$ cat src/rtl/map_step_ctrl.sv
// ---------------------------------------------------------------------------
// map_step_ctrl
//
// Game-step sequencer for the two-player light-cycle map. Owns the single
// read/write port of the 64x48 tile-map RAM: clears and frames the map on
// game start, places both players, and on every accepted tick reads the two
// target tiles, resolves collisions/winner and writes both trails.
//
// Ports:
//   clk        system clock (single domain)
//   rst        synchronous, active-high reset
//   start      one-cycle pulse, begins a new game from START or an end mode
//   tick       one-cycle game-step pulse (only honoured in GAME_WAIT)
//   dir1/dir2  requested direction: WAIT=0 RIGHT=1 LEFT=2 UP=3 DOWN=4
//   map_addr   RAM address {y[5:0], x[5:0]}
//   map_we     RAM write enable
//   map_wdata  tile code: EMPTY=0 PLAYER1=1 PLAYER2=2 FRAME=3
//   map_rdata  RAM read data, valid one cycle after a read address
//   mode       START=0 GAME=1 PLAYER1_WIN=2 PLAYER2_WIN=3 GAME_OVER=4
//   x1..y2     current head positions (upper two bits always zero)
//   busy       high outside IDLE_START, GAME_WAIT and END
//
// All outputs are registered: the next-state logic also computes the next
// value of every output, so an output always reflects the state it is in.
// ---------------------------------------------------------------------------
module map_step_ctrl #(
    parameter int MAP_WIDTH  = 64,
    parameter int MAP_HEIGHT = 48,
    parameter int START_X1   = 24,
    parameter int START_Y1   = 18,
    parameter int START_X2   = 40,
    parameter int START_Y2   = 30
) (
    input  logic        clk,
    input  logic        rst,
    input  logic        start,
    input  logic        tick,
    input  logic [2:0]  dir1,
    input  logic [2:0]  dir2,
    output logic [11:0] map_addr,
    output logic        map_we,
    output logic [2:0]  map_wdata,
    input  logic [2:0]  map_rdata,
    output logic [2:0]  mode,
    output logic [7:0]  x1,
    output logic [7:0]  y1,
    output logic [7:0]  x2,
    output logic [7:0]  y2,
    output logic        busy
);

    // Direction codes
    localparam logic [2:0] DIR_WAIT  = 3'd0;
    localparam logic [2:0] DIR_RIGHT = 3'd1;
    localparam logic [2:0] DIR_LEFT  = 3'd2;
    localparam logic [2:0] DIR_UP    = 3'd3;
    localparam logic [2:0] DIR_DOWN  = 3'd4;

    // Tile codes
    localparam logic [2:0] TILE_EMPTY   = 3'd0;
    localparam logic [2:0] TILE_PLAYER1 = 3'd1;
    localparam logic [2:0] TILE_PLAYER2 = 3'd2;
    localparam logic [2:0] TILE_FRAME   = 3'd3;

    // Game modes
    localparam logic [2:0] MODE_START       = 3'd0;
    localparam logic [2:0] MODE_GAME        = 3'd1;
    localparam logic [2:0] MODE_PLAYER1_WIN = 3'd2;
    localparam logic [2:0] MODE_PLAYER2_WIN = 3'd3;
    localparam logic [2:0] MODE_GAME_OVER   = 3'd4;

    localparam logic [5:0] X_LAST = 6'(MAP_WIDTH - 1);
    localparam logic [5:0] Y_LAST = 6'(MAP_HEIGHT - 1);
    localparam logic [7:0] SX1    = 8'(START_X1);
    localparam logic [7:0] SY1    = 8'(START_Y1);
    localparam logic [7:0] SX2    = 8'(START_X2);
    localparam logic [7:0] SY2    = 8'(START_Y2);

    typedef enum logic [3:0] {
        S_IDLE_START,
        S_CLEAR,
        S_PLACE1,
        S_PLACE2,
        S_GAME_WAIT,
        S_RD1,
        S_RD2,
        S_CHK,
        S_WR1,
        S_WR2,
        S_END
    } state_t;

    state_t      state_q, state_d;
    logic [5:0]  cx_q, cx_d;          // clear walk column
    logic [5:0]  cy_q, cy_d;          // clear walk row
    logic [2:0]  head1_q, head1_d;
    logic [2:0]  head2_q, head2_d;
    logic [7:0]  n1x_q, n1x_d, n1y_q, n1y_d;
    logic [7:0]  n2x_q, n2x_d, n2y_q, n2y_d;
    logic [2:0]  tile1_q, tile1_d;    // tile found at n1
    logic [7:0]  x1_d, y1_d, x2_d, y2_d;
    logic [2:0]  mode_d;
    logic [11:0] map_addr_d;
    logic        map_we_d;
    logic [2:0]  map_wdata_d;
    logic        busy_d;
    logic        same_tile;
    logic        hit1;
    logic        hit2;

    // A reversal request is dropped so a cycle can never drive straight back
    // into its own trail. Codes above DOWN carry no direction and are treated
    // like WAIT.
    function automatic logic [2:0] new_heading(input logic [2:0] cur,
                                               input logic [2:0] req);
        logic opposite;
        opposite = (cur == DIR_RIGHT && req == DIR_LEFT)  ||
                   (cur == DIR_LEFT  && req == DIR_RIGHT) ||
                   (cur == DIR_UP    && req == DIR_DOWN)  ||
                   (cur == DIR_DOWN  && req == DIR_UP);
        if (req == DIR_WAIT || req > DIR_DOWN || opposite)
            return cur;
        return req;
    endfunction

    // One tile forward; returns {y, x}. The frame always stops a player
    // before the arithmetic could leave the map, so no wrap handling.
    function automatic logic [15:0] next_pos(input logic [7:0] x,
                                             input logic [7:0] y,
                                             input logic [2:0] h);
        logic [7:0] nx;
        logic [7:0] ny;
        nx = x;
        ny = y;
        case (h)
            DIR_RIGHT: nx = x + 8'd1;
            DIR_LEFT:  nx = x - 8'd1;
            DIR_UP:    ny = y - 8'd1;
            DIR_DOWN:  ny = y + 8'd1;
            default:   ;
        endcase
        return {ny, nx};
    endfunction

    function automatic logic is_frame(input logic [5:0] x, input logic [5:0] y);
        return (x == 6'd0) || (x == X_LAST) || (y == 6'd0) || (y == Y_LAST);
    endfunction

    // Next-state and next-output logic
    always_comb begin
        // NOTE: every variable gets a default before the case so that no path
        // leaves it unassigned; a missing default would infer a latch.
        state_d     = state_q;
        cx_d        = cx_q;
        cy_d        = cy_q;
        head1_d     = head1_q;
        head2_d     = head2_q;
        n1x_d       = n1x_q;
        n1y_d       = n1y_q;
        n2x_d       = n2x_q;
        n2y_d       = n2y_q;
        tile1_d     = tile1_q;
        x1_d        = x1;
        y1_d        = y1;
        x2_d        = x2;
        y2_d        = y2;
        mode_d      = mode;
        map_addr_d  = 12'd0;
        map_we_d    = 1'b0;
        map_wdata_d = TILE_EMPTY;
        busy_d      = 1'b1;
        same_tile   = 1'b0;
        hit1        = 1'b0;
        hit2        = 1'b0;

        case (state_q)
            S_IDLE_START, S_END: begin
                // start beats a simultaneous tick here
                if (start) begin
                    state_d = S_CLEAR;
                    cx_d    = 6'd0;
                    cy_d    = 6'd0;
                end
            end

            S_CLEAR: begin
                if (cx_q == X_LAST && cy_q == Y_LAST) begin
                    state_d = S_PLACE1;
                    x1_d    = SX1;
                    y1_d    = SY1;
                    head1_d = DIR_RIGHT;
                end else if (cx_q == X_LAST) begin
                    cx_d = 6'd0;
                    cy_d = cy_q + 6'd1;
                end else begin
                    cx_d = cx_q + 6'd1;
                end
            end

            S_PLACE1: begin
                state_d = S_PLACE2;
                x2_d    = SX2;
                y2_d    = SY2;
                head2_d = DIR_LEFT;
            end

            S_PLACE2: state_d = S_GAME_WAIT;

            S_GAME_WAIT: begin
                // tick beats a simultaneous start; start is not honoured here
                if (tick) begin
                    state_d        = S_RD1;
                    head1_d        = new_heading(head1_q, dir1);
                    head2_d        = new_heading(head2_q, dir2);
                    {n1y_d, n1x_d} = next_pos(x1, y1, head1_d);
                    {n2y_d, n2x_d} = next_pos(x2, y2, head2_d);
                end
            end

            S_RD1: state_d = S_RD2;

            S_RD2: begin
                tile1_d = map_rdata;
                state_d = S_CHK;
            end

            S_CHK: begin
                // Heads landing on the same tile kill both players. Crossing
                // heads need no special case: each target already holds the
                // other player's head tile.
                same_tile = (n1x_q == n2x_q) && (n1y_q == n2y_q);
                hit1      = (tile1_q != TILE_EMPTY) || same_tile;
                hit2      = (map_rdata != TILE_EMPTY) || same_tile;
                if (hit1 && hit2) begin
                    state_d = S_END;
                    mode_d  = MODE_GAME_OVER;
                end else if (hit1) begin
                    state_d = S_END;
                    mode_d  = MODE_PLAYER2_WIN;
                end else if (hit2) begin
                    state_d = S_END;
                    mode_d  = MODE_PLAYER1_WIN;
                end else begin
                    state_d = S_WR1;
                    x1_d    = n1x_q;
                    y1_d    = n1y_q;
                end
            end

            S_WR1: begin
                state_d = S_WR2;
                x2_d    = n2x_q;
                y2_d    = n2y_q;
            end

            S_WR2: state_d = S_GAME_WAIT;

            default: state_d = S_IDLE_START;
        endcase

        // Outputs decoded from the state being entered, then registered
        case (state_d)
            S_IDLE_START: begin
                busy_d = 1'b0;
                mode_d = MODE_START;
            end
            S_CLEAR: begin
                mode_d      = MODE_START;
                map_we_d    = 1'b1;
                map_addr_d  = {cy_d, cx_d};
                map_wdata_d = is_frame(cx_d, cy_d) ? TILE_FRAME : TILE_EMPTY;
            end
            S_PLACE1: begin
                mode_d      = MODE_START;
                map_we_d    = 1'b1;
                map_addr_d  = {y1_d[5:0], x1_d[5:0]};
                map_wdata_d = TILE_PLAYER1;
            end
            S_PLACE2: begin
                mode_d      = MODE_START;
                map_we_d    = 1'b1;
                map_addr_d  = {y2_d[5:0], x2_d[5:0]};
                map_wdata_d = TILE_PLAYER2;
            end
            S_GAME_WAIT: begin
                busy_d = 1'b0;
                mode_d = MODE_GAME;
            end
            S_RD1: begin
                mode_d     = MODE_GAME;
                map_addr_d = {n1y_d[5:0], n1x_d[5:0]};
            end
            S_RD2, S_CHK: begin
                mode_d     = MODE_GAME;
                map_addr_d = {n2y_d[5:0], n2x_d[5:0]};
            end
            S_WR1: begin
                mode_d      = MODE_GAME;
                map_we_d    = 1'b1;
                map_addr_d  = {n1y_d[5:0], n1x_d[5:0]};
                map_wdata_d = TILE_PLAYER1;
            end
            S_WR2: begin
                mode_d      = MODE_GAME;
                map_we_d    = 1'b1;
                map_addr_d  = {n2y_d[5:0], n2x_d[5:0]};
                map_wdata_d = TILE_PLAYER2;
            end
            S_END: busy_d = 1'b0;   // mode keeps the outcome chosen in CHK
            default: busy_d = 1'b0;
        endcase
    end

    // State, datapath and output registers
    always_ff @(posedge clk) begin
        // NOTE: sequential state uses non-blocking assignments so every
        // register samples its pre-edge value regardless of statement order.
        if (rst) begin
            state_q   <= S_IDLE_START;
            cx_q      <= 6'd0;
            cy_q      <= 6'd0;
            head1_q   <= DIR_RIGHT;
            head2_q   <= DIR_LEFT;
            n1x_q     <= 8'd0;
            n1y_q     <= 8'd0;
            n2x_q     <= 8'd0;
            n2y_q     <= 8'd0;
            tile1_q   <= TILE_EMPTY;
            x1        <= SX1;
            y1        <= SY1;
            x2        <= SX2;
            y2        <= SY2;
            mode      <= MODE_START;
            map_addr  <= 12'd0;
            map_we    <= 1'b0;
            map_wdata <= TILE_EMPTY;
            busy      <= 1'b0;
        end else begin
            state_q   <= state_d;
            cx_q      <= cx_d;
            cy_q      <= cy_d;
            head1_q   <= head1_d;
            head2_q   <= head2_d;
            n1x_q     <= n1x_d;
            n1y_q     <= n1y_d;
            n2x_q     <= n2x_d;
            n2y_q     <= n2y_d;
            tile1_q   <= tile1_d;
            x1        <= x1_d;
            y1        <= y1_d;
            x2        <= x2_d;
            y2        <= y2_d;
            mode      <= mode_d;
            map_addr  <= map_addr_d;
            map_we    <= map_we_d;
            map_wdata <= map_wdata_d;
            busy      <= busy_d;
        end
    end

endmodule
$ cat config.mk
export PLATFORM = sky130hd
export DESIGN_NAME = map_step_ctrl
export DESIGN_NICKNAME = d
export VERILOG_FILES = /design/src/rtl/map_step_ctrl.sv
export SDC_FILE = /design/constraint.sdc
export NUM_CORES = 1
export LEC_CHECK = 0
export CELL_PAD_IN_SITES_DETAIL_PLACEMENT = 0
export CELL_PAD_IN_SITES_GLOBAL_PLACEMENT = 1
export CORE_UTILIZATION = 25
export CTS_CLUSTER_DIAMETER = 200
export DETAILED_ROUTE_END_ITERATION = 8
export DONT_BUFFER_PORTS = 1
export HOLD_SLACK_MARGIN = 0.06
export PLACE_DENSITY_LB_ADDON = 0.1
export RECOVER_POWER = 50
export SLEW_MARGIN = 20
export SYNTH_ARGS = -nofsm -noshare
export SYNTH_HDL_FRONTEND = slang
export SYNTH_SLANG_ARGS = --single-unit
$ cat constraint.sdc
create_clock -name clk -period 5 [get_ports clk]
set_clock_uncertainty 0.2 [all_clocks]
set_input_delay 0.25 -clock clk [delete_from_list [all_inputs] [get_ports clk]]
set_output_delay 0.25 -clock clk [all_outputs]
set_load 0.01 [all_outputs]
**Word level (Yosys, flattened, before mapping)**

Cells that the tools add are included.
W data, S select, Z words.

- Magnitude comparators: 2
- Add/sub/neg operators: 10
- Reduce and logical (&&, ||, !) cells: 55
- Equal/unequal tests: 54
- Multiplexer cells: 68

Operator list:

| cell | number |
|---|---|
| $pmux W8 S2 | 8 |
| $mux W6 | 14 |
| $mux W8 | 8 |
| $pmux W12 S5 | 1 |
| $mux W3 | 15 |
| $eq A3 B2 Y1 const B | 12 |
| $pmux W4 S9 | 1 |
| $add A8 B1 Y8 const B | 4 |
| $eq A4 B3 Y1 const B | 8 |
| $sub A8 B1 Y8 const B | 4 |
| $eq A6 B6 Y1 const B | 4 |
| $pmux W6 S2 | 2 |
| $eq A4 B4 Y1 const B | 5 |
| $eq A3 B1 Y1 const B | 6 |
| $eq A3 B3 Y1 const B | 6 |
| $pmux W3 S2 | 3 |
| $eq A4 B2 Y1 const B | 4 |
| $eq A8 B8 Y1 | 2 |
| $logic_or A1 B1 Y1 | 15 |
| $add A6 B1 Y6 const B | 2 |
| $logic_not A6 Y1 | 2 |
| $mux W4 | 3 |
| $logic_and A1 B1 Y1 | 11 |
| $ne A2 B2 Y1 const B | 5 |
| 19 further kinds | 44 |

- Output and inout port bits: 52
- Logic and storage cells: 216
- Bits of input ports: 13
- Register bits after elaboration: 109

**Depth between registers and ports, before layout**

Gate-level depths: netlist of run 1.

- Depth in word-level cells: 17
- Depth in mapped cells: 18

**Worst setup path after synthesis of run 1**

Ideal clock, no wire load.

- Path type: input-to-reg
- Start point: input dir1[0]
- End point: register n1y_q[7]
- Setup slack: 1.055 ns
- Stages on the path: 18
- Data arrival time: 3.612 ns
- Cells stage by stage: clkbuf_1 nor2_1 ha_1 and2_1 o21ai_1 o2bb2a_1 nor2_1 mux2i_1 inv_1 ha_1 a21o_1 a21oi_1 o21ai_0 a21o_1 a21oi_1 mux2i_1 xor2_1 a21oi_1

- Word-level cells in the longest chain between the ends: 14
- Elaborated cells between the ends (all ways): 24
- Classes of those cells: order compare: 1; eq/ne: 6; mux: 7; reduce/logical: 10

Ends and longest elaborated chain:

| item | RTL line | RTL |
|---|---|---|
| start, declared | 38 | `input logic [2:0] dir1,` |
| $eq A3 B2 Y1 / $eq A3 B1 Y1 (equally long branches) | 117, 118 |  |
| $logic_and A1 B1 Y1 (on tied branches) | 117, 118 |  |
| $logic_or A1 B1 Y1 | 117 | `opposite = (cur == DIR_RIGHT && req == DIR_LEFT) \|\|` |
| $logic_or A1 B1 Y1 | 118 | `(cur == DIR_LEFT && req == DIR_RIGHT) \|\|` |
| $logic_or A1 B1 Y1 | 119 | `(cur == DIR_UP && req == DIR_DOWN) \|\|` |
| $logic_or A1 B1 Y1 | 121 | `if (req == DIR_WAIT \|\| req > DIR_DOWN \|\| opposite)` |
| $mux W1 | 121 |  |
| $mux W1 | 211 | `if (tick) begin` |
| $mux W1 | 176 | `case (state_q)` |
| $mux W3 (*) | 123 | `return req;` |
| $mux W3 (*) | 211 |  |
| $mux W3 (*) | 176 |  |
| $eq A3 B3 Y1 / $eq A3 B2 Y1 (equally long branches) | 135 | `case (h)` |
| $pmux W8 S2 (*) | 135 |  |
| end signal, assigned | 345 | `n1y_q <= n1y_d;` |
| end, declared | 98 | `logic [7:0] n1x_q, n1x_d, n1y_q, n1y_d;` |

Mark *: on every way between the ends. The rest lies on a longest branch, timed or not. The select of a mux whose other input is x is not followed.
A chain may end at the register's enable or synchronous reset.

**Worst setup path after layout of run 1**

- Start point: register state_q[0]
- End point: register map_addr[2]

- Word-level cells in the longest chain between the ends: 6
- Elaborated cells between the ends (all ways): 33
- Classes of those cells: eq/ne: 18; mux: 10; reduce/logical: 5

Ends and longest elaborated chain:

| item | RTL line | RTL |
|---|---|---|
| start, declared | 93 | `state_t state_q, state_d;` |
| start signal, assigned | 339 | `state_q <= state_d;` |
| $eq A4 B4 Y1 (tied with other cells) | 176 |  |
| $reduce_or A2 Y1 (on tied branches) | - |  |
| $pmux W4 S9 | 176 |  |
| $eq A4 B4 Y1 / $eq A4 B3 Y1 (equally long branches) | 262 | `case (state_d)` |
| $reduce_or A3 Y1 (no source line) / $reduce_or A2 Y1 (equally long branches) | - |  |
| $pmux W12 S5 (*) | 262 |  |
| end signal, assigned | 354 | `map_addr <= map_addr_d;` |
| end, declared | 40 | `output logic [11:0] map_addr,` |

Mark *: on every way between the ends. The rest lies on a longest branch, timed or not.

==> impl_metrics.toml, run 1 <==
[hold_path]
holdPathEnd = "y2[3]"
min-delay-start = "rst"
hold_path_class = "primary input to flip-flop"
holdPathStages = 2

[detailed_routing]
via_per_inst = 5.25
ant_nets = 0
drt_iter0_drc = 383
wl_per_cell_um = 20.1
vias = 5915
drt-pass1-iter-count = 5
routed_wl_um = 22600
route.detailed.drc = 0

[clock_network]
cts_buffers = 9
path_clk_slew_ps = 70
h-tree-depth = 3
cts-resized-gates = 0
cts_tree = "built"
cts_max_path_buffers = 2
postCtsSetupRepairBufs = 0
postCtsHoldBufs = 13
cts_num_sinks = 108
root_buffer = "clkbuf_16"
clkLatencyLatePin_ps = 360

[floorplanning]
rows = 58
fp.dieW_um = 163
coreArea_um2 = 25300
die_area_um2 = 26600
die-height_um = 163
ios = 65
start_util = 0.256

[sta]
fin_setup_tns_ps = 0
hold_violations = 0
fin_crit_sh = 0.875
rsz0062_at_grt = "false"
timing.hold.ws_ps = 87.6
min_period_ps = 4370
setup_viol = 0
slew_viol_final = 9
maxSlewHeadroom = -0.205
max_freq_ghz = 0.229
tightestPinTransition_ps = 1780

[yosys]
syn_area_per_cell_um2 = 8.04
synth_edf_count = 0
ys_seq_elements = 108
synth_xor_area_frac = 0.0663
yosysWarnings = 0
ys.flop_type = "dfxtp_1"
syn_area_um2 = 6480
async_flop_share = 0
muxShareOfSynthArea = 0.0394
synth_nets = 847
yosys.area_share.simple = 0.242
ys_types = 77
yosysSeqAreaShare = 0.334
synth_adder_area_share = 0.0576
synth_cells = 806
synth_top_family_by_area = "simple AND/OR/NAND/NOR gates"
synth_compound_area_frac = 0.219

[setup_path]
r2r_slack_ps = 630
r2r_start = "state_q[0]"
cp_max_fo = 15
cp-start-kind = "flip-flop"
arrival_ps = 4350
rr_endpoint = "map_addr[2]"
worstPathRequired_ps = 4980
crit_path_end_kind = "flip-flop"
worstSetupPathType = "flip-flop to flip-flop"
rr_worst_depth = 9

[placement]
hpwl_um = 16500
place.gp.congestion = 0.833
portBuffers = 0

[cells_and_area]
fill_cells = 2726
n_antenna_cell = 0
layout.cells.most_common_list = "dfxtp_1, nor2_1, a21oi_1"
nNetsFinal = 832
layout_commonest_cell = "dfxtp_1"
syn_to_final_growth_pct = 11.0
layout-drive-gt1-share = 0.0490

[grt]
grt_max_degree = 65
grt_pass1_wl_um = 34600
grt-ovfl-total = 0
antenna_found_initial = 0
track_usage = 0.173
grt_pass1_vias = 5605

[pwr]
power-per-cell-area_nw_per_um2 = 252
peakVddDrop_mv = 0.175
p_leak_nw = 2.60
fin_total_pwr_w = 0.00181

[status]
failed_checks = "capacitance limit, slew limit"
status = "finished, violations left"

[job]
maxCapViolCount = 1
## per-stage QoR
stage,util,std cells,setup slack [ps],instance area [um2]
after floorplan,-,806,1060,6480
after global placement,0.267,1097,973,6770
after detailed placement,0.267,1097,850,6770
after CTS,0.285,1126,834,7230
after global routing,0.284,1126,346,7190
final,0.284,1126,626,7190
## worst max-delay path, cell delays in order (launching register included)
cell and delay [ps]:
dfxtp_1 580, or4b_1 750, nor4_1 1020, or2_2 290, nor4b_2 60, buf_4 210
nor2_1 260, a41o_1 450, inv_2 140, o2bb2ai_1 220
## layer usage
metal	GRT usage	part of all wire	vias up
met5	0	0	-
met2	0.283	0.47	116
met4	0.0527	0.016	0
li1	-	-	2892
met1	0.233	0.48	2889
met3	0.0247	0.037	18
## worst max-delay path by stage
stage / start / to / slack, ps / cells after the start
floorplan: dir1[0] / n1y_q[7] / 1060 / 18
global placement: dir1[0] / n1y_q[7] / 970 / 17
detailed placement: dir1[0] / n1y_q[7] / 850 / 17
CTS: head1_q[1] / n1y_q[7] / 830 / 15
global route: state_q[2] / map_addr[2] / 350 / 9
finish: state_q[0] / map_addr[2] / 630 / 9
## registers in the layout, summed over array words and instances, names as in the netlist, 4 cells and up
signal,cells
map_addr,12
n1x_q,8
n1y_q,8
n2x_q,8
n2y_q,8
x1,8
x2,8
y1,8
y2,8
cx_q,6
cy_q,6
state_q,4
## Yosys cell counts, drive strengths merged (5+ instances only)
library cell | instances | area share
a31oi | 13 | 0.013
nand2 | 66 | 0.038
o211ai | 8 | 0.0093
a211oi | 14 | 0.016
mux2i | 21 | 0.032
nor4 | 8 | 0.010
nor3 | 32 | 0.025
o21ai | 45 | 0.035
xor2 | 24 | 0.032
nand3 | 29 | 0.022
a22oi | 14 | 0.016
a21oi | 67 | 0.054
or2 | 6 | 0.0058
and3 | 6 | 0.0058
dfxtp | 108 | 0.33
a41oi | 5 | 0.0068
buf | 14 | 0.012
inv | 19 | 0.011
nor2 | 88 | 0.051
and2 | 13 | 0.013
nand4 | 6 | 0.0058
xnor2 | 25 | 0.034
clkbuf | 33 | 0.019
ha | 25 | 0.048
nor3b | 6 | 0.0070
nand2b | 12 | 0.012
or4 | 8 | 0.0099
nor2b | 8 | 0.0077
or3 | 9 | 0.0095
a21o | 11 | 0.013
## kinds of logic (layout without fill, tap and decap cells)
logic type	Yosys count	count (layout)
compound gates	219	219
xor+xnor	49	49
fa+ha+maj	28	28
buf+inv	66	56
flops	108	108
mux	25	25
other cells	1	1
simple gates	310	310
## where the power goes
group	switching [W]	leakage (nW)	internal, W
Combinational	0.000102	1.57	0.0000632
Clock	0.000344	0.156	0.000431
Sequential	0.00000706	0.871	0.000864
## area by class of cell
| type | instances | area (um2) | share of cell area |
|---|---|---|---|
| clock buffers | 13 | 270 | 0.0376 |
| well taps | 330 | 413 | 0.0574 |
| multi-input cells | 632 | 4030 | 0.560 |
| clock inverters | 3 | 43.8 | 0.00609 |
| inverters | 19 | 71.3 | 0.00992 |
| flip-flops and latches | 108 | 2160 | 0.301 |
| repair buffers | 21 | 200 | 0.0279 |
No activity file was read; power rests on OpenSTA's default activity.
==> inputs of run 2 (changes only) <==
CORE_UTILIZATION = 42   (was 25)
PLACE_DENSITY = 0.74   (was default)
PLACE_DENSITY_LB_ADDON = default   (was 0.1)
==> run 2 against run 1 <==
  * The flow still finishes with violations (capacitance limit, slew limit)
  * Sequential share of layout area increased by 0.82 points
  * Wire length decreased by 16%
  * Final cell count decreased by 13%
  * Sequential cell count unchanged
  * Via count increased by 0.59%
  * Hold slack got worse by 6.3 ps
  * Setup slack improved by 120 ps
  * Register-to-register slack improved by 120 ps
  * Total power decreased by 3.5%
  * Die area decreased by 40%
  * First-iteration DRC count increased by 1.0%
  * Design area decreased by 2.7%
  * Largest power group unchanged
==> impl_metrics.toml, run 2 (synthesized netlist as in run 1, its figures left out) <==
[status]
status = "finished, violations left"
failed_checks = "capacitance limit, slew limit"

[floorplanning]
ios = 65
die-height_um = 126
start_util = 0.428
coreArea_um2 = 15100
fp.dieW_um = 126
die_area_um2 = 15900
rows = 45

[detailed_routing]
drt-pass1-iter-count = 7
via_per_inst = 6.05
routed_wl_um = 18900
ant_nets = 0
route.detailed.drc = 0
drt_iter0_drc = 387
wl_per_cell_um = 19.2
vias = 5950

[hold_path]
holdPathStages = 4
hold_path_class = "primary input to flip-flop"
min-delay-start = "map_rdata[0]"
holdPathEnd = "mode[0]"

[cells_and_area]
nNetsFinal = 832
layout_commonest_cell = "dfxtp_1"
layout-drive-gt1-share = 0.0491
largest_reg_flops = 12
largest-register = "map_addr"
n_antenna_cell = 0
stdcell_count = 983
layout.cells.most_common_list = "dfxtp_1, nor2_1, nand2_1, a21oi_1, o21ai_0"
syn_to_final_growth_pct = 8.02

[grt]
grt_util_met1 = 0.324
track_usage = 0.242
grt_use_met3 = 0.0429
grt_pass1_vias = 5518
grtUsageMet2 = 0.394
antenna_found_initial = 0
grt_max_degree = 65
grt-ovfl-total = 0
grt_pass1_wl_um = 29900
grt_busiest_layer = "met2"

[placement]
hpwl_um = 13300
place_inst = 955
portBuffers = 0
dp_worst_setup_slack_ps = 888
place.gp.congestion = 0.974

[setup_path]
worstSetupPathType = "flip-flop to flip-flop"
arrival_ps = 4340
rr_endpoint = "n1x_q[7]"
r2r_start = "head1_q[1]"
r2r_slack_ps = 740
rr_worst_depth = 14
crit_path_end_kind = "flip-flop"
cp-start-kind = "flip-flop"
cp_max_fo = 6
worstPathRequired_ps = 5090

[pwr]
power-per-cell-area_nw_per_um2 = 250
peakVddDrop_mv = 0.169
fin_total_pwr_w = 0.00175
p_leak_nw = 2.59

[clock_network]
cts_tree = "built"
root_buffer = "clkbuf_16"
cts_num_sinks = 108
cts-resized-gates = 0
cts_buffers = 9
cts_max_path_buffers = 2
h-tree-depth = 3
path_clk_slew_ps = 70
clkLatencyLatePin_ps = 360

[sta]
setup_viol = 0
fin_crit_sh = 0.852
min_period_ps = 4260
maxSlewHeadroom = -0.0979
fin_setup_tns_ps = 0
rsz0062_at_grt = "false"
slew_viol_final = 9
hold_violations = 0
max_freq_ghz = 0.235
timing.hold.ws_ps = 81.3
tightestPinTransition_ps = 1620
final.setup.worst_slack_ps = 742

[job]
maxCapViolCount = 1
run 2: cell count changes in the layout (fill, tap and decap cells not counted):
cell,before,now
inv_6,0,1
nor4b_2,1,0
a21oi_4,0,1
o21ai_1,10,9
a21oi_1,67,66
clkinv_2,1,0
and2_1,7,9
and2_0,6,4
inv_8,0,1
clkbuf_1,3,2
nor4b_1,2,3
bufinv_16,1,0
o21ai_0,35,36
run 2: how the worst max path moves through the flow:
stage	depth (start not counted)	start	slack (ps)	to
finish	14	head1_q[1]	740	n1x_q[7]
floorplan	18	dir1[0]	1060	n1y_q[7]
CTS	14	head1_q[1]	870	n1x_q[7]
global placement	16	dir1[0]	1030	n1x_q[7]
global route	14	head1_q[1]	540	n1x_q[7]
detailed placement	16	dir1[0]	890	n1x_q[7]
run 2: worst max-delay path, cell delays in order, from the launching register on:
cell      delay (ps)
dfxtp_1          420
inv_1            130
and3_1           200
o2bb2a_1         320
nor2_1           360
mux2i_1          570
inv_1            280
ha_1             330
a21o_1           190
a211oi_1         230
nor2_1            90
o41ai_1          310
xor2_1           150
a21bo_2          240
a31oi_1          170
run 2: stage by stage:
| stage | utilization | area, um2 |
|---|---|---|
| 2_1_floorplan | - | 6480 |
| 3_3_place_gp | 0.435 | 6580 |
| 3_5_place_dp | 0.435 | 6580 |
| 4_1_cts | 0.464 | 7030 |
| 5_1_grt | 0.462 | 7000 |
| 6_report | 0.462 | 7000 |
run 2: per-layer routing:
layer  wire length, um  share of wire
met1              9040           0.48
met2              8630           0.46
met3               936          0.049
met4               303          0.016
met5                 0              0
run 2: report_power, final:
part	total, W	internal (W)	leakage (nW)	switching (W)
clock network	0.000715	0.000383	0.147	0.000333
logic	0.000161	0.0000636	1.57	0.0000975
registers	0.000871	0.000864	0.871	0.00000691
run 2: final cells by class:
type / instances / area (um2)
fill: 1509 / 8150
tap: 188 / 235
clock inverter: 3 / 28.8
timing repair buffer: 21 / 200
sequential: 108 / 2160
multi-input combinational: 632 / 4030
clock buffer: 12 / 267
inverter: 19 / 71.3
run 2: timing repair:
item                                   CTS  global route
hold buffers                            13             0
endpoints found under the hold margin   68             0
buffers inserted                         0             0
==> inputs of run 3 (changes only) <==
CORE_ASPECT_RATIO = 1.25   (was default)
PLACE_DENSITY = 0.76   (was 0.74)
clock period = 3.5 ns   (was 5 ns; I/O delays follow)
==> run 3 against run 2 <==
  * The flow now finishes without violations
  * Critical path depth decreased by 3
  * Design area increased by 6.2%
  * Final cell count increased by 3.2%
  * Sequential cell count unchanged
  * Via count increased by 4.0%
  * Die area about the same
  * Global-route usage increased by 1.0 points
  * Setup slack got worse by 680 ps
  * Sequential power increased by 42%
  * Total power increased by 50%
  * Clock-buffer cell count decreased by 2
  * Largest power group unchanged
==> impl_metrics.toml, run 3 (synthesized netlist as in run 1, its figures left out) <==
[hold_path]
holdPathEnd = "head1_q[0]"
min-delay-start = "dir1[2]"
hold_path_class = "primary input to flip-flop"
holdPathStages = 3

[grt]
grt_max_degree = 65
grt_pass1_wl_um = 31500
grt_pass1_vias = 5996
antenna_found_initial = 0
grt-ovfl-total = 0
track_usage = 0.252

[placement]
hpwl_um = 13700
place.gp.congestion = 0.927
portBuffers = 0
placed_area_um2 = 6840
place_inst = 976

[detailed_routing]
drt_iter0_drc = 392
route.detailed.drc = 0
wl_per_cell_um = 19.6
ant_nets = 0
routed_wl_um = 19800
drt-pass1-iter-count = 7
vias = 6186
via_per_inst = 6.10

[sta]
fin_crit_sh = 0.982
min_period_ps = 3440
tightestPinTransition_ps = 955
hold_violations = 0
maxSlewHeadroom = 0.364
setup_viol = 0
slew_viol_final = 0
max_freq_ghz = 0.291

[pwr]
p_int_w = 0.00194
switching_share = 0.260
seqPwrFrac = 0.473
p_clk_frac = 0.424
power-per-cell-area_nw_per_um2 = 352
peakVddDrop_mv = 0.244
p_leak_nw = 2.80
p_switching_w = 0.000681
comb_power_share = 0.103

[job]
maxCapViolCount = 0

[floorplanning]
rows = 50
ios = 65
coreArea_um2 = 15000
die_area_um2 = 15900
fp.dieW_um = 113
start_util = 0.431
die-height_um = 141

[setup_path]
cp-start-kind = "flip-flop"
r2r_slack_ps = 60
rr_worst_depth = 11
cp_slowest_cell = "or4b_2"
cp_max_fo = 6
r2r_start = "head2_q[0]"
worstPathRequired_ps = 3580
crit_path_end_kind = "flip-flop"
crit_chain = "buf_4 > or4b_2 > a21oi_2 > nor3_2 > xnor2_1 > ha_1 > or4_1 > or4_4 > a21oi_2 > xnor2_1 > a211oi_2"
critPathMaxStageDelay_ps = 650
arrival_ps = 3520
rr_endpoint = "n2x_q[6]"
worstSetupPathType = "flip-flop to flip-flop"

[clock_network]
path_clk_slew_ps = 80
cts_num_sinks = 108
cts_buffers = 9
clkLatencyLatePin_ps = 360
cts_max_path_buffers = 2
cts_tree = "built"
h-tree-depth = 3
root_buffer = "clkbuf_16"

[cells_and_area]
largest_reg_flops = 12
layout_commonest_cell = "dfxtp_1"
stdcell_count = 1014
largest-register = "map_addr"
layout.cells.most_common_list = "dfxtp_1, nor2_1, nand2_1"
layout-drive-gt1-share = 0.127
finish.utilization = 0.495
fin_area_um2 = 7430
nNetsFinal = 868
syn_to_final_growth_pct = 14.8
n_antenna_cell = 0

[status]
status = "finished, final reports clean"
==> run 3: changes by cell type in the layout (fill, tap and decap cells not counted), sizes merged <==
| cell | change |
|---|---|
| bufinv | +1 |
| buf | +34 |
| clkinv | +1 |
| inv | +1 |
==> run 3: per-stage QoR <==
step | power [W] | hold slack [ps] | TNS (ps) | worst slack, ps
global placement | 0.00149 | 52.1 | 0 | 76.9
detailed placement | 0.00150 | 52.2 | -9.52 | -9.52
global route | 0.00270 | 73.5 | -220 | -76.9
finish | 0.00262 | 66.5 | 0 | 61.5
floorplan | 0.00146 | 111 | 0 | 0.935
CTS | 0.00262 | 62.0 | 0 | 21.2
==> run 3: power by group through the flow <==
stage	sequential, W	combinational, W	clock (W)
after floorplan	0.00127	0.000190	0
after global placement	0.00127	0.000223	0
after detailed placement	0.00127	0.000227	0
after CTS	0.00124	0.000256	0.00113
after global routing	0.00124	0.000294	0.00117
final	0.00124	0.000269	0.00111
==> run 3: worst max-delay path by stage <==
| stage | cells past startpoint | to | start | slack [ps] |
|---|---|---|---|---|
| after CTS | 11 | n2x_q[6] | head2_q[0] | 20 |
| after global routing | 15 | n1y_q[7] | head1_q[1] | -80 |
| after floorplan | 18 | n1y_q[7] | dir1[0] | 0.9 |
| after global placement | 15 | n2y_q[7] | head2_q[1] | 80 |
| after detailed placement | 15 | n2y_q[7] | head2_q[1] | -10 |
| final | 11 | n2x_q[6] | head2_q[0] | 60 |
==> run 3: layer usage <==
layer / wire length [um] / vias up / global-route usage
met5: 0 / - / 0
met4: 609 / 0 / 0.111
met3: 973 / 43 / 0.0370
met2: 9800 / 188 / 0.436
met1: 8450 / 2992 / 0.309
li1: - / 2963 / -
==> run 3: layout make-up <==
class,count,area (um2)
clock buffer,10,239
clock inverter,6,78.8
fill,1511,7580
inverter,19,71.3
multi-input combinational,632,4170
sequential,108,2170
tap,182,228
timing repair buffer,57,475
==> run 3: worst max-delay path, delay by kind of cell (launching register included) <==
family | cells | cell delay [ps]
AOI/OAI and AO/OA | 3 | 540
xor gates and xnor gates | 2 | 210
adders and majority gates | 1 | 210
buffers and inverters | 1 | 150
DFF | 1 | 350
and+or+nand+nor | 4 | 1690
==> run 3: repair_timing <==
item / CTS / global route
endpoints found under the hold margin: 70 / 0
resized for setup: 3 / 23
setup buffers: 1 / 8
setup endpoints to repair: 3 / 12
hold buffers: 13 / 0
pin swaps: 0 / 9
